$ cat src/rtl/corescore_stream_arb_if.sv
// Stream bundle between NUM_PORTS byte sources, the shared arbiter and its sink.
// The "slave" modport is the arbiter's view; "master" is the environment driving it.
interface corescore_stream_arb_if #(
  parameter int NUM_PORTS = 4
);
  logic [8*NUM_PORTS-1:0] i_tdata;
  logic [NUM_PORTS-1:0]   i_tlast;
  logic [NUM_PORTS-1:0]   i_tvalid;
  logic [NUM_PORTS-1:0]   o_tready;
  logic [7:0]             o_tdata;
  logic                   o_tlast;
  logic                   o_tvalid;
  logic                   i_tready;
  logic [NUM_PORTS-1:0]   o_grant;
  logic                   o_wdt;

  modport slave (
    input  i_tdata, i_tlast, i_tvalid, i_tready,
    output o_tready, o_tdata, o_tlast, o_tvalid, o_grant, o_wdt
  );

  modport master (
    output i_tdata, i_tlast, i_tvalid, i_tready,
    input  o_tready, o_tdata, o_tlast, o_tvalid, o_grant, o_wdt
  );
endinterface

$ cat src/rtl/corescore_stream_arb.sv
// Packet-level round-robin arbiter sharing one byte-stream sink between
// NUM_PORTS sources. A grant is held until the granted source's tlast beat is
// accepted; bytes pass through a single output register.
// Optional watchdog: define CORESCORE_ARB_WDT_EN to terminate a packet whose
// source stalls for WDT_CYCLES cycles, inject TERM_BYTE with tlast and discard
// the rest of that packet.
module corescore_stream_arb #(
  parameter int         NUM_PORTS  = 4,
  parameter int         WDT_CYCLES = 1024,
  parameter logic [7:0] TERM_BYTE  = 8'h0A
) (
  input  logic                   i_clk,
  input  logic                   i_rst_n,
  corescore_stream_arb_if.slave  bus
);

  localparam int IW = (NUM_PORTS > 1) ? $clog2(NUM_PORTS) : 1;

  typedef enum logic [1:0] {
    ST_IDLE = 2'd0,
    ST_PASS = 2'd1
`ifdef CORESCORE_ARB_WDT_EN
    ,
    ST_DROP = 2'd2
`endif
  } state_e;

  state_e               state_q, state_d;
  logic [IW-1:0]        ptr_q, ptr_d;
  logic [IW-1:0]        gidx_q, gidx_d;
  logic [NUM_PORTS-1:0] grant_q, grant_d;
  logic [7:0]           tdata_q, tdata_d;
  logic                 tlast_q, tlast_d;
  logic                 tvalid_q, tvalid_d;

`ifdef CORESCORE_ARB_WDT_EN
  localparam int CW = $clog2(WDT_CYCLES + 1);
  logic [CW-1:0]        cnt_q, cnt_d;
  logic                 wdt_q, wdt_d;
`else
  // Watchdog parameters have no effect in this build.
  logic unused_cfg;
  assign unused_cfg = ^{WDT_CYCLES, TERM_BYTE};
`endif

  logic [7:0]           port_data [NUM_PORTS];
  logic [NUM_PORTS-1:0] src_ready;
  logic                 src_valid;
  logic                 src_last;
  logic [7:0]           src_data;
  logic                 out_free;
  logic                 pick_found;
  logic [IW-1:0]        pick_idx;

  // Split the packed data bus into per-port bytes.
  for (genvar gi = 0; gi < NUM_PORTS; gi++) begin : g_unpack
    assign port_data[gi] = bus.i_tdata[8*gi +: 8];
  end

  // The output register can take a new beat when empty or draining this cycle.
  assign out_free  = !tvalid_q || bus.i_tready;
  assign src_valid = bus.i_tvalid[gidx_q];
  assign src_last  = bus.i_tlast[gidx_q];
  assign src_data  = port_data[gidx_q];

  // Round-robin search: first requester above the last-served port, wrapping.
  always_comb begin
    int cand;
    cand       = 0;
    pick_found = 1'b0;
    pick_idx   = '0;
    for (int off = 1; off <= NUM_PORTS; off++) begin
      cand = (int'(ptr_q) + off) % NUM_PORTS;
      if (!pick_found && bus.i_tvalid[IW'(cand)]) begin
        pick_found = 1'b1;
        pick_idx   = IW'(cand);
      end
    end
  end

  // Next-state, grant, output-register and source-ready logic.
  always_comb begin
    state_d   = state_q;
    ptr_d     = ptr_q;
    gidx_d    = gidx_q;
    grant_d   = grant_q;
    tdata_d   = tdata_q;
    tlast_d   = tlast_q;
    tvalid_d  = tvalid_q && !bus.i_tready;
    src_ready = '0;
`ifdef CORESCORE_ARB_WDT_EN
    cnt_d     = cnt_q;
    wdt_d     = 1'b0;
`endif
    case (state_q)
      ST_IDLE: begin
        // No beat is taken in IDLE; the grant becomes visible next cycle.
        if (pick_found) begin
          gidx_d  = pick_idx;
          grant_d = NUM_PORTS'(1) << pick_idx;
          state_d = ST_PASS;
        end
      end
      ST_PASS: begin
        src_ready = grant_q & {NUM_PORTS{out_free}};
        if (src_valid && out_free) begin
          tdata_d  = src_data;
          tlast_d  = src_last;
          tvalid_d = 1'b1;
`ifdef CORESCORE_ARB_WDT_EN
          cnt_d    = '0;
`endif
          if (src_last) begin
            ptr_d   = gidx_q;
            grant_d = '0;
            state_d = ST_IDLE;
          end
        end
`ifdef CORESCORE_ARB_WDT_EN
        else if (cnt_q == CW'(WDT_CYCLES)) begin
          // Expired: close the packet on the sink as soon as the register frees.
          if (out_free) begin
            tdata_d  = TERM_BYTE;
            tlast_d  = 1'b1;
            tvalid_d = 1'b1;
            wdt_d    = 1'b1;
            cnt_d    = '0;
            state_d  = ST_DROP;
          end
        end else if (!src_valid) begin
          cnt_d = cnt_q + CW'(1);
        end
`endif
      end
`ifdef CORESCORE_ARB_WDT_EN
      ST_DROP: begin
        // Swallow the remainder of the stalled packet without touching the sink.
        src_ready = grant_q;
        if (src_valid && src_last) begin
          ptr_d   = gidx_q;
          grant_d = '0;
          state_d = ST_IDLE;
        end
      end
`endif
      default: begin
        state_d = ST_IDLE;
      end
    endcase
  end

  // State and output registers; reset makes port 0 the first winner.
  always_ff @(posedge i_clk or negedge i_rst_n) begin
    if (!i_rst_n) begin
      state_q  <= ST_IDLE;
      ptr_q    <= IW'(NUM_PORTS - 1);
      gidx_q   <= '0;
      grant_q  <= '0;
      tdata_q  <= '0;
      tlast_q  <= 1'b0;
      tvalid_q <= 1'b0;
`ifdef CORESCORE_ARB_WDT_EN
      cnt_q    <= '0;
      wdt_q    <= 1'b0;
`endif
    end else begin
      state_q  <= state_d;
      ptr_q    <= ptr_d;
      gidx_q   <= gidx_d;
      grant_q  <= grant_d;
      tdata_q  <= tdata_d;
      tlast_q  <= tlast_d;
      tvalid_q <= tvalid_d;
`ifdef CORESCORE_ARB_WDT_EN
      cnt_q    <= cnt_d;
      wdt_q    <= wdt_d;
`endif
    end
  end

  assign bus.o_tready = src_ready;
  assign bus.o_tdata  = tdata_q;
  assign bus.o_tlast  = tlast_q;
  assign bus.o_tvalid = tvalid_q;
  assign bus.o_grant  = grant_q;
`ifdef CORESCORE_ARB_WDT_EN
  assign bus.o_wdt    = wdt_q;
`else
  assign bus.o_wdt    = 1'b0;
`endif

endmodule

$ cat src/flat_wrapper.sv
// flat-port wrapper written by rule: the top's interface ports become plain ports
module corescore_stream_arb_flat 
#(
  parameter int         NUM_PORTS  = 4,
  parameter int         WDT_CYCLES = 1024,
  parameter logic [7:0] TERM_BYTE  = 8'h0A
)
  (i_clk, i_rst_n, bus_i_tdata, bus_i_tlast, bus_i_tvalid, bus_i_tready, bus_o_tready, bus_o_tdata, bus_o_tlast, bus_o_tvalid, bus_o_grant, bus_o_wdt);
  corescore_stream_arb_if #(.NUM_PORTS(NUM_PORTS)) bus_i ();
  input  logic i_clk;
  input  logic i_rst_n;
  input wire logic [$bits(bus_i.i_tdata)-1:0] bus_i_tdata;
  input wire logic [$bits(bus_i.i_tlast)-1:0] bus_i_tlast;
  input wire logic [$bits(bus_i.i_tvalid)-1:0] bus_i_tvalid;
  input wire logic [$bits(bus_i.i_tready)-1:0] bus_i_tready;
  output wire logic [$bits(bus_i.o_tready)-1:0] bus_o_tready;
  output wire logic [$bits(bus_i.o_tdata)-1:0] bus_o_tdata;
  output wire logic [$bits(bus_i.o_tlast)-1:0] bus_o_tlast;
  output wire logic [$bits(bus_i.o_tvalid)-1:0] bus_o_tvalid;
  output wire logic [$bits(bus_i.o_grant)-1:0] bus_o_grant;
  output wire logic [$bits(bus_i.o_wdt)-1:0] bus_o_wdt;
  assign bus_i.i_tdata = bus_i_tdata;
  assign bus_i.i_tlast = bus_i_tlast;
  assign bus_i.i_tvalid = bus_i_tvalid;
  assign bus_i.i_tready = bus_i_tready;
  assign bus_o_tready = bus_i.o_tready;
  assign bus_o_tdata = bus_i.o_tdata;
  assign bus_o_tlast = bus_i.o_tlast;
  assign bus_o_tvalid = bus_i.o_tvalid;
  assign bus_o_grant = bus_i.o_grant;
  assign bus_o_wdt = bus_i.o_wdt;
  corescore_stream_arb #(.NUM_PORTS(NUM_PORTS), .WDT_CYCLES(WDT_CYCLES), .TERM_BYTE(TERM_BYTE)) u_core (.i_clk(i_clk), .i_rst_n(i_rst_n), .bus(bus_i));
endmodule
$ cat config.mk
export PLATFORM = sky130hd
export DESIGN_NAME = corescore_stream_arb_flat
export DESIGN_NICKNAME = d
export VERILOG_FILES = /design/src/rtl/corescore_stream_arb_if.sv /design/src/rtl/corescore_stream_arb.sv /design/src/flat_wrapper.sv
export SDC_FILE = /design/constraint.sdc
export NUM_CORES = 1
export LEC_CHECK = 0
export CAP_MARGIN = 20
export CORE_MARGIN = 8
export CORE_UTILIZATION = 55
export CTS_CLUSTER_SIZE = 40
export DETAILED_ROUTE_END_ITERATION = 10
export DONT_BUFFER_PORTS = 1
export GPL_TIMING_DRIVEN = 1
export PLACE_DENSITY = 0.73
export SLEW_MARGIN = 20
export SYNTH_ARGS = -nofsm -noshare
export SYNTH_HDL_FRONTEND = slang
export SYNTH_SLANG_ARGS = --single-unit
$ cat constraint.sdc
create_clock -name i_clk -period 1.6 [get_ports i_clk]
set_input_delay 0.24 -clock i_clk [delete_from_list [all_inputs] [get_ports i_clk]]
set_output_delay 0.24 -clock i_clk [all_outputs]
set_load 0.1 [all_outputs]
Word level (Yosys, flattened, before mapping)
Cells that the tools add are included.
W data, S select, Z words.
{"block": "totals", "ff_bits": 20, "output_inout_bits": 19, "elab_cells": 80}
{"block": "classes", "addsub": 4, "magnitude_cmp": 6, "eq_ne": 4, "n_shift": 1, "mux": 38, "bitwise_logic": 2, "n_reduce_logical": 18}
{"operator": "$bmux W8 S2", "n": 1}
{"operator": "$lt A2 B4 Y1 const B", "n": 4}
{"operator": "$mux W1", "n": 16}
{"operator": "$mux W4", "n": 4}
{"operator": "$mux W8", "n": 2}
{"operator": "$mux W2", "n": 7}
{"operator": "$bmux W1 S2", "n": 6}
{"operator": "$pmux W4 S2", "n": 1}
{"operator": "$ne A2 B1 Y1 const B", "n": 3}
{"operator": "$reduce_and A3 Y1", "n": 2}
{"operator": "$logic_and A1 B1 Y1", "n": 5}
{"operator": "$logic_not A1 Y1", "n": 5}
{"operator": "$add A2 B1 Y2 const B", "n": 2}
{"operator": "$add A2 B2 Y2 const B", "n": 2}
{"operator": "$and A4 B4 Y4", "n": 1}
{"operator": "$pmux W2 S2", "n": 1}
{"operator": "$reduce_and A2 Y1", "n": 2}
{"operator": "$reduce_and A4 Y1", "n": 1}
{"operator": "$shl A1 B2 Y4 const A", "n": 1}
{"operator": "$ge A3 B3 Y1 const B", "n": 1}
{"operator": "$lt A2 B3 Y1 const B", "n": 1}
{"operator": "$not A2 Y3", "n": 1}
{"operator": "$eq A2 B1 Y1 const B", "n": 1}
{"operator": "$logic_not A2 Y1", "n": 1}
{"operator": "2 further kinds", "n": 2}

Depth between registers and ports, before layout
Gate-level depths: netlist of run 1.
{"block": "depth", "word_depth": 17, "depth_mapped": 5}

Worst setup path before layout of run 1
Ideal clock, no wire load.
{"block": "synth_path", "path_type": "register -> output", "startpoint": "register u_core.tvalid_q (netlist: u_core.bus.o_tvalid)", "endpoint": "output bus_o_tready[0]", "arrival_ns": 1.972, "required_ns": 1.360, "path_slack_ns": -0.612, "stages_incl_launch_ff": 3, "path_buffers": 0, "path_cell_list": "dfrtp_1 > nand2b_1 > and3_1"}
{"block": "synth_between", "elab_chain_cells": 4}
{"item": "start, declared", "line": "corescore_stream_arb.sv:34", "rtl": "logic tvalid_q, tvalid_d;"}
{"item": "start signal, assigned", "line": "corescore_stream_arb.sv:173", "rtl": "tvalid_q <= tvalid_d;"}
{"item": "$logic_not A1 Y1", "line": "corescore_stream_arb.sv:61", "rtl": "assign out_free = !tvalid_q || bus.i_tready;"}
{"item": "$logic_or A1 B1 Y1", "line": "corescore_stream_arb.sv:61"}
{"item": "$and A4 B4 Y4", "line": "corescore_stream_arb.sv:105", "rtl": "src_ready = grant_q & {NUM_PORTS{out_free}};"}
{"item": "$mux W4", "line": "corescore_stream_arb.sv:95", "rtl": "case (state_q)"}
{"item": "end, declared", "line": "flat_wrapper.sv:16", "rtl": "output wire logic [$bits(bus_i.o_tready)-1:0] bus_o_tready;"}
Every way passes these cells.

Worst setup path after layout of run 1
{"block": "layout_path", "startpoint": "register u_core.gidx_q[0]", "endpoint": "register u_core.tdata_q[3] (netlist: u_core.bus.o_tdata[3])"}
{"block": "layout_between", "elab_chain_cells": 4, "elab_cells_between_ends": 8, "cone_classes": "mux (5); bitwise (1); reduce/logical (2)"}
{"item": "start, declared", "line": "corescore_stream_arb.sv:30", "rtl": "logic [IW-1:0] gidx_q, gidx_d;"}
{"item": "start signal, assigned", "line": "corescore_stream_arb.sv:169", "rtl": "gidx_q <= gidx_d;"}
{"item": "$bmux W1 S2 or $not A2 Y3 (tied branches)", "line": "corescore_stream_arb.sv:62, corescore_stream_arb.sv:64"}
{"item": "$mux W1 (implied by the code) or $bmux W8 S2 (tied branches)", "line": "corescore_stream_arb.sv:62, corescore_stream_arb.sv:64"}
{"item": "$logic_and A1 B1 Y1 or $mux W8 (tied branches)", "line": "corescore_stream_arb.sv:106, corescore_stream_arb.sv:64"}
{"item": "$reduce_and A2 Y1 (no line) or $mux W8 (tied branches)"}
{"item": "end signal, assigned", "line": "corescore_stream_arb.sv:171", "rtl": "tdata_q <= tdata_d;"}
{"item": "end, declared", "line": "corescore_stream_arb.sv:32", "rtl": "logic [7:0] tdata_q, tdata_d;"}
Parallel ways exist; a longest one is shown, timed or not. The select of a mux whose other input is x is not followed.
A chain may end at the register's enable or synchronous reset.

==> results.md, run 1 <==
* Layout cells sized above 1 at 63.39%
* Worst setup margin at -51.75 ps
* Crit-path max FO at 5
* Nets at 156
* Final Non-Filler Cells at 139
* Ys async rst share at 100.0%
* Antenna-violating nets left at 0
* Clock Sinks at 19
* TritonCTS Buffers at 3
* Slew HR at 42.19%
* Vias in the first global route at 1000
* Routed via count at 868
* Dpl ws at -80.99 ps
* Seq/Total Area, Yosys at 40.94%
* Post-Synth Adder-Cell Area at 0%
* Io pins at 62
* Count of placed standard cells including taps at 128
* Hold Crit Class: in2reg
* Most common cell in the netlist: dfrtp_1
* Post-synth top cells: 17 x dfrtp_1, 8 x mux2_4, 8 x mux4_2
* Initial antenna violation count at 0
* Chip width at 62.07 µm
* # DRC at 0
* Drt via density at 6.245
* Synth-to-layout area growth at 29.58%
* Violated checks: setup timing
* Area contributors post-synth: dfrtp_1 36%, mux4_2 15%, mux2_4 10%
* Min cycle time layout at 1652 ps
* Number of enable flip-flop cells after synthesis at 0
* Hold WS at 182.5 ps
* Clock buffer depth at 2
* Fin. Hold Viols at 0
* Post-synth net total at 126
* Routed length per instance at 22.53 µm
* TritonCTS clock tree: yes
* Top cell type's share of synthesized area at 36.44%
* I/O Buffers at 0
* Core area at 0.001982 mm²
* R2r worst-path depth at 3
* Initial Utilization at 58.90%
* Max cap viols at 0
* 1st-iter DRT viols at 27
* Synthesized area at 0.001167 mm²
* Final WL at 3132 µm
* Status: complete, but fails checks
* RePlAce Congestion at 0.7693
* Crit start category: register
* Post-synth top area cell: dfrtp_1
* Simple-gate share of the synthesized area at 12.22%
* RSZ-0062 raised after global routing: true
* Crit path from: u_core.gidx_q[0]$_DFFE_PN0P_
* Pin count of the biggest net entering global routing at 20
* H-tree levels at 1
* Row cnt at 16
* Fin util at 76.33%
* Total gr overflow at 0
* Worst Tran Pin Value at 864.3 ps
* Netlist cell types at 31
* Number of fill cells in the layout at 135
* Die area at 0.003853 mm²
* Hold Crit Depth at 2
* Worst-path clk slew at 110 ps
* Crit Path Class: reg2reg
* GR Util All Layers at 17.55%
* Data arrival, critical path at 1850 ps
* Setup Viol. Count Final at 15
* Yosys warns at 0
* Final Max Tran Viols at 0
* Die Ht at 62.07 µm
* Synth Area in XOR/XNOR at 0%
* Antenna cells at 0
* Mux contribution to synthesized area at 33.98%
* Worst Setup End Kind: register
* RR Startpoint: u_core.gidx_q[0]$_DFFE_PN0P_
* Dpl hpwl at 2386 µm
* Hold Startpoint: bus_i_tvalid[1]
* Synth Flop Type: dfrtp_1
* DRT Pass-1 Iters at 4
* Crit share post-route at 103.2%
* Dominant combinational cell family by area after synthesis: multiplexers
* Root Driver: clkbuf_4
* Req. time, crit path at 1800 ps
* Fmax at 0.6054 GHz
* Synth Instances at 83
* Post-Route Skew at 1.168 ps
* Synth Area in Compound Gates at 9.753%
* First-pass GRT wire length at 4726 µm
* Worst skew pair latency at 300 ps
* Synth Register Bits at 19
* Syn Area/Cell at 14.06 µm²
-- worst paths after layout --
path                                                     endpoint  slack [ps]
worst max-delay path            u_core.bus.o_tdata[3]$_DFFE_PN0P_         -50
worst min-delay path                u_core.state_q[0]$_DFFE_PN0P_         180
worst max register to register  u_core.bus.o_tdata[3]$_DFFE_PN0P_         -50
worst min register to register  u_core.bus.o_grant[0]$_DFFE_PN0P_         530
max in group asynchronous           u_core.bus.o_tvalid$_DFF_PN0_         500
min in group asynchronous            u_core.gidx_q[0]$_DFFE_PN0P_         480
-- routing by layer --
metal,global-route usage [%],up-vias,wire length (µm)
met3,6.173,7,253
met1,18.11,430,1151
met5,0,-,0
met2,30.24,41,1660
li1,-,390,-
met4,9.740,0,66
-- metrics by stage --
step                      cell area, µm²  TNS (ps)
final                               1513    -413.2
after global routing                1513     -1133
after CTS                           1490    -295.9
after detailed placement            1413    -574.6
after global placement              1413    -74.31
after floorplan                     1184    -321.8
-- placed cells by master, fill, tap and decap left out, types with 3 or more instances in the layout --
master / Yosys / routed
buf_4: 1 / 24
dfrtp_1: 17 / 11
mux2_4: 8 / 10
mux4_2: 8 / 8
nand2_1: 6 / 6
dfrtp_2: 0 / 5
and3_2: 0 / 4
a32o_2: 4 / 4
buf_12: 0 / 4
a21oi_1: 3 / 3
clkbuf_4: 0 / 3
-- sequential cells by signal, summed over array words and instances, names as in the netlist --
signal               cells
u_core.ptr_q             2
u_core.bus.o_tdata       8
u_core.state_q           1
u_core.bus.o_tvalid      1
u_core.bus.o_grant       4
u_core.bus.o_tlast       1
u_core.gidx_q            2
-- area by class of cell --
cell class | instances | area, µm² | area share (%)
inverters | 2 | 7.507 | 0.4963
multi-input cells | 58 | 686.9 | 45.41
clock buffers | 4 | 26.28 | 1.737
flip-flops and latches | 19 | 488.0 | 32.26
well taps | 27 | 33.78 | 2.233
repair buffers | 29 | 270.3 | 17.87
-- logic make-up (layout without fill, tap and decap cells) --
kind of cell | Yosys count | after routing
mux | 22 | 22
buf+inv | 7 | 35
compound gates | 14 | 14
flops | 19 | 19
other cells | 1 | 1
simple gates | 20 | 21
-- worst max-delay path: stages (launching register included) --
cell and delay (ps):
dfrtp_1 430, mux4_2 620, nand3_4 180, mux2_4 320
-- timing repair --
action,in CTS,in global routing
setup endpoints to repair,18,19
setup buffers,3,2
gates cloned,1,0
hold buffers,1,0
gates resized for setup,3,2
hold endpoints to repair,19,0
pin swaps,2,0
Power of run 1 is not shown: default switching activity piles up to over one toggle a cycle in this logic, so the estimate is an artifact.
==> inputs of run 2 (changes only) <==
--- a/config.mk
+++ b/config.mk
@@ -5,6 +5,7 @@
 export SDC_FILE = /design/constraint.sdc
 export NUM_CORES = 1
 export LEC_CHECK = 0
+export ABC_AREA = 1
 export CAP_MARGIN = 20
 export CORE_MARGIN = 8
 export CORE_UTILIZATION = 55
==> constraint.sdc (replaced) <==
create_clock -name i_clk -period 1.6 [get_ports i_clk]
set_input_delay 0.16 -clock i_clk [delete_from_list [all_inputs] [get_ports i_clk]]
set_output_delay 0.16 -clock i_clk [all_outputs]
set_load 0.1 [all_outputs]
==> results.md, run 2 <==
* Post-synth net total at 256 (was 126)
* Worst setup margin at -14.40 ps (was -51.75 ps)
* Final WL at 4032 µm (was 3132 µm)
* CP max stage cell: dfstp_2 (was mux4_2)
* Root Driver: clkbuf_4 (unchanged)
* Netlist cell types at 25 (was 31)
* Final Max Tran Viols at 0 (unchanged)
* Post-synth top cells: 71 x nand2_1, 25 x nor2_1, 18 x o21ai_0 (was 17 x dfrtp_1, 8 x mux2_4, 8 x mux4_2)
* Antenna-violating nets left at 0 (unchanged)
* Most common cell in the netlist: nand2_1 (was dfrtp_1)
* Pin count of the biggest net entering global routing at 20 (unchanged)
* Drt via density at 5.550 (was 6.245)
* Req. time, crit path at 1850 ps (was 1800 ps)
* Antenna cells at 0 (unchanged)
* I/O Buffers at 0 (unchanged)
* Total gr overflow at 0 (unchanged)
* Worst path bufs/invs at 2 (was 0)
* Worst skew pair latency at 310 ps (was 300 ps)
* Synth Flop Type: dfrtp_1 (unchanged)
* Core area at 0.002432 mm² (was 0.001982 mm²)
* Synth Register Bits at 19 (unchanged)
* Syn Area/Cell at 6.556 µm² (was 14.06 µm²)
* Top cell type's share of synthesized area at 30.47% (was 36.44%)
* 1st-iter DRT viols at 134 (was 27)
* TritonCTS clock tree: yes (unchanged)
* Cell area after layout at 0.001773 mm² (was 0.001513 mm²)
* Clock Sinks at 19 (unchanged)
* RSZ-0062 raised after global routing: true (unchanged)
* CP max stage delay at 600 ps (was 620 ps)
* H-tree levels at 1 (unchanged)
* Crit share post-route at 100.9% (was 103.2%)
* Crit-path cells: inv_4, nand2_1, nand3_2, nand2_4, nand3_2, nor2_4, inv_1, nand2_1, nand3_1, nand2_1 (was mux4_2, nand3_4, mux2_4)
* Crit Path Class: reg2reg (unchanged)
* Min cycle time layout at 1614 ps (was 1652 ps)
* Violated checks: setup timing (unchanged)
* Reg-to-Reg End: u_core.bus.o_grant[3]$_DFFE_PN0P_ (was u_core.bus.o_tdata[3]$_DFFE_PN0P_)
* CP delay by family, top: simple AND/OR/NAND/NOR gates (was multiplexers)
* Clock buffer depth at 2 (unchanged)
* Crit path to: u_core.bus.o_grant[3]$_DFFE_PN0P_ (was u_core.bus.o_tdata[3]$_DFFE_PN0P_)
* RR Startpoint: u_core.ptr_q[0]$_DFFE_PN1P_ (was u_core.gidx_q[0]$_DFFE_PN0P_)
* Synth-to-layout area growth at 26.97% (was 29.58%)
* DRT Pass-1 Iters at 4 (unchanged)
* Crit-path most repeated cell: nand2_1
* Number of flip-flops under the largest register name at 8 (unchanged)
* Synthesized area at 0.001396 mm² (was 0.001167 mm²)
* Leading cell type in the layout, fill and taps excluded: nand2_1 (was buf_4)
* Number of enable flip-flop cells after synthesis at 0 (unchanged)
* Fin. Hold Viols at 0 (unchanged)
* Initial Utilization at 57.41% (was 58.90%)
* Placed Area at 0.001675 mm² (was 0.001413 mm²)
* Routed length per instance at 14.99 µm (was 22.53 µm)
* Vias in the first global route at 1461 (was 1000)
* Fmax at 0.6194 GHz (was 0.6054 GHz)
* Setup Viol. Count Final at 1 (was 15)
* Post-Route Skew at 8.831 ps (was 1.168 ps)
* Status: complete, but fails checks (unchanged)
* Slew HR at 41.80% (was 42.19%)
* GR Util All Layers at 17.82% (was 17.55%)
* Worst Setup End Kind: register (unchanged)
* Io pins at 62 (unchanged)
* Seq/Total Area, Yosys at 34.23% (was 40.94%)
* Post-synth top area cell: dfrtp_1 (unchanged)
* Crit start category: register (unchanged)
* Nets at 283 (was 156)
* Die Ht at 66.39 µm (was 62.07 µm)
* Row cnt at 18 (was 16)
* Setup tns final at -14.40 ps (was -413.2 ps)
* Chip width at 66.39 µm (was 62.07 µm)
* First-pass GRT wire length at 6320 µm (was 4726 µm)
* Levels on crit path at 10 (was 3)
* Initial antenna violation count at 0 (unchanged)
* RePlAce Congestion at 0.9642 (was 0.7693)
* Crit path from: u_core.ptr_q[0]$_DFFE_PN1P_ (was u_core.gidx_q[0]$_DFFE_PN0P_)
* Hold WS at 53.72 ps (was 182.5 ps)
* Worst Tran Pin Value at 870.1 ps (was 864.3 ps)
* Dpl hpwl at 3100 µm (was 2386 µm)
* Layout cells sized above 1 at 33.05% (was 63.39%)
* # DRC at 0 (unchanged)
* Commonest non-fill, non-tap cells in the layout: 66 x nand2_1, 26 x buf_4, 20 x nor2_1 (was 24 x buf_4, 11 x dfrtp_1, 10 x mux2_4)
* R2R Setup Slk at -10 ps (was -50 ps)
* Yosys warns at 0 (unchanged)
* Hold Crit Class: in2reg (unchanged)
* Data arrival, critical path at 1860 ps (was 1850 ps)
* Synth Instances at 213 (was 83)
* Routed via count at 1493 (was 868)
* Hold Crit Depth at 3 (was 2)
* TritonCTS Buffers at 3 (unchanged)
* Die area at 0.004407 mm² (was 0.003853 mm²)
* Max cap viols at 0 (unchanged)
* Worst-path clk slew at 120 ps (was 110 ps)
* Crit-path max FO at 8 (was 5)
* R2r worst-path depth at 10 (was 3)
* Ys async rst share at 100.0% (unchanged)
* Area contributors post-synth: dfrtp_1 30%, nand2_1 19%, nor2_1 6.7% (was dfrtp_1 36%, mux4_2 15%, mux2_4 10%)
## run 2: cell count changes in the layout (fill, tap and decap cells not counted), moves of 13 or more
| cell | before | now |
|---|---|---|
| nand2_1 | 6 | 66 |
| inv_1 | 2 | 15 |
| nor2_1 | 1 | 20 |
| nand3_1 | 0 | 13 |
| nand2_2 | 0 | 13 |
| o21ai_0 | 0 | 18 |
## run 2: layer usage
metal	wire, µm	vias up	GRT usage, %
li1	-	737	-
met2	2213	72	34.26
met4	26	0	3.200
met5	0	-	0
met3	280	4	4.746
met1	1511	680	18.82
## run 2: worst min path at each step
stage,from,endpoint,slack (ps)
2_1_floorplan,i_rst_n,u_core.bus.o_grant[0]$_DFFE_PN0P_,-140
3_3_place_gp,i_rst_n,u_core.bus.o_grant[1]$_DFFE_PN0P_,-130
3_5_place_dp,i_rst_n,u_core.bus.o_grant[0]$_DFFE_PN0P_,-130
4_1_cts,bus_i_tready,u_core.bus.o_tvalid$_DFF_PN0_,60
5_1_grt,bus_i_tready,u_core.bus.o_tvalid$_DFF_PN0_,50
6_report,bus_i_tready,u_core.bus.o_tvalid$_DFF_PN0_,50
## run 2: timing repair
item	CTS	global route
endpoints found under the setup margin	3	11
pin swaps	0	5
setup buffers	1	2
hold buffers	1	0
gates resized for setup	0	11
hold endpoints to repair	19	0
## run 2: worst min-delay path: cells and delay by family
family | cells | cell delay [ps]
AND/OR/NAND/NOR | 2 | 160
buffers and inverters | 1 | 30
## run 2: area by class of cell
| class | instances | area (µm²) |
|---|---|---|
| Clock buffer | 3 | 22.52 |
| Timing Repair Buffer | 31 | 285.3 |
| Inverter | 20 | 85.08 |
| Multi-Input combinational cell | 165 | 848.3 |
| Fill cell | 203 | 659.4 |
| Tap cell | 30 | 37.54 |
| Clock inverter | 1 | 7.507 |
| Sequential cell | 19 | 486.7 |
## run 2: stage by stage
step | utilization, % | instances | setup slack (ps)
floorplan | - | 213 | 4.853
global route | 72.89 | 269 | -106.6
finish | 72.89 | 269 | -14.40
detailed placement | 68.88 | 261 | -6.667
CTS | 70.83 | 267 | 4.066
global placement | 68.88 | 261 | 86.24
## run 2: cell families (layout without fill, tap and decap cells)
family	after synthesis	count (layout)	share of synthesized area, %
compound gates	33	33	13.44
flops	19	19	34.23
simple gates	131	131	42.38
other cells	1	1	0.2686
buf+inv	29	55	9.677
Power of run 2 is left out for the same reason.
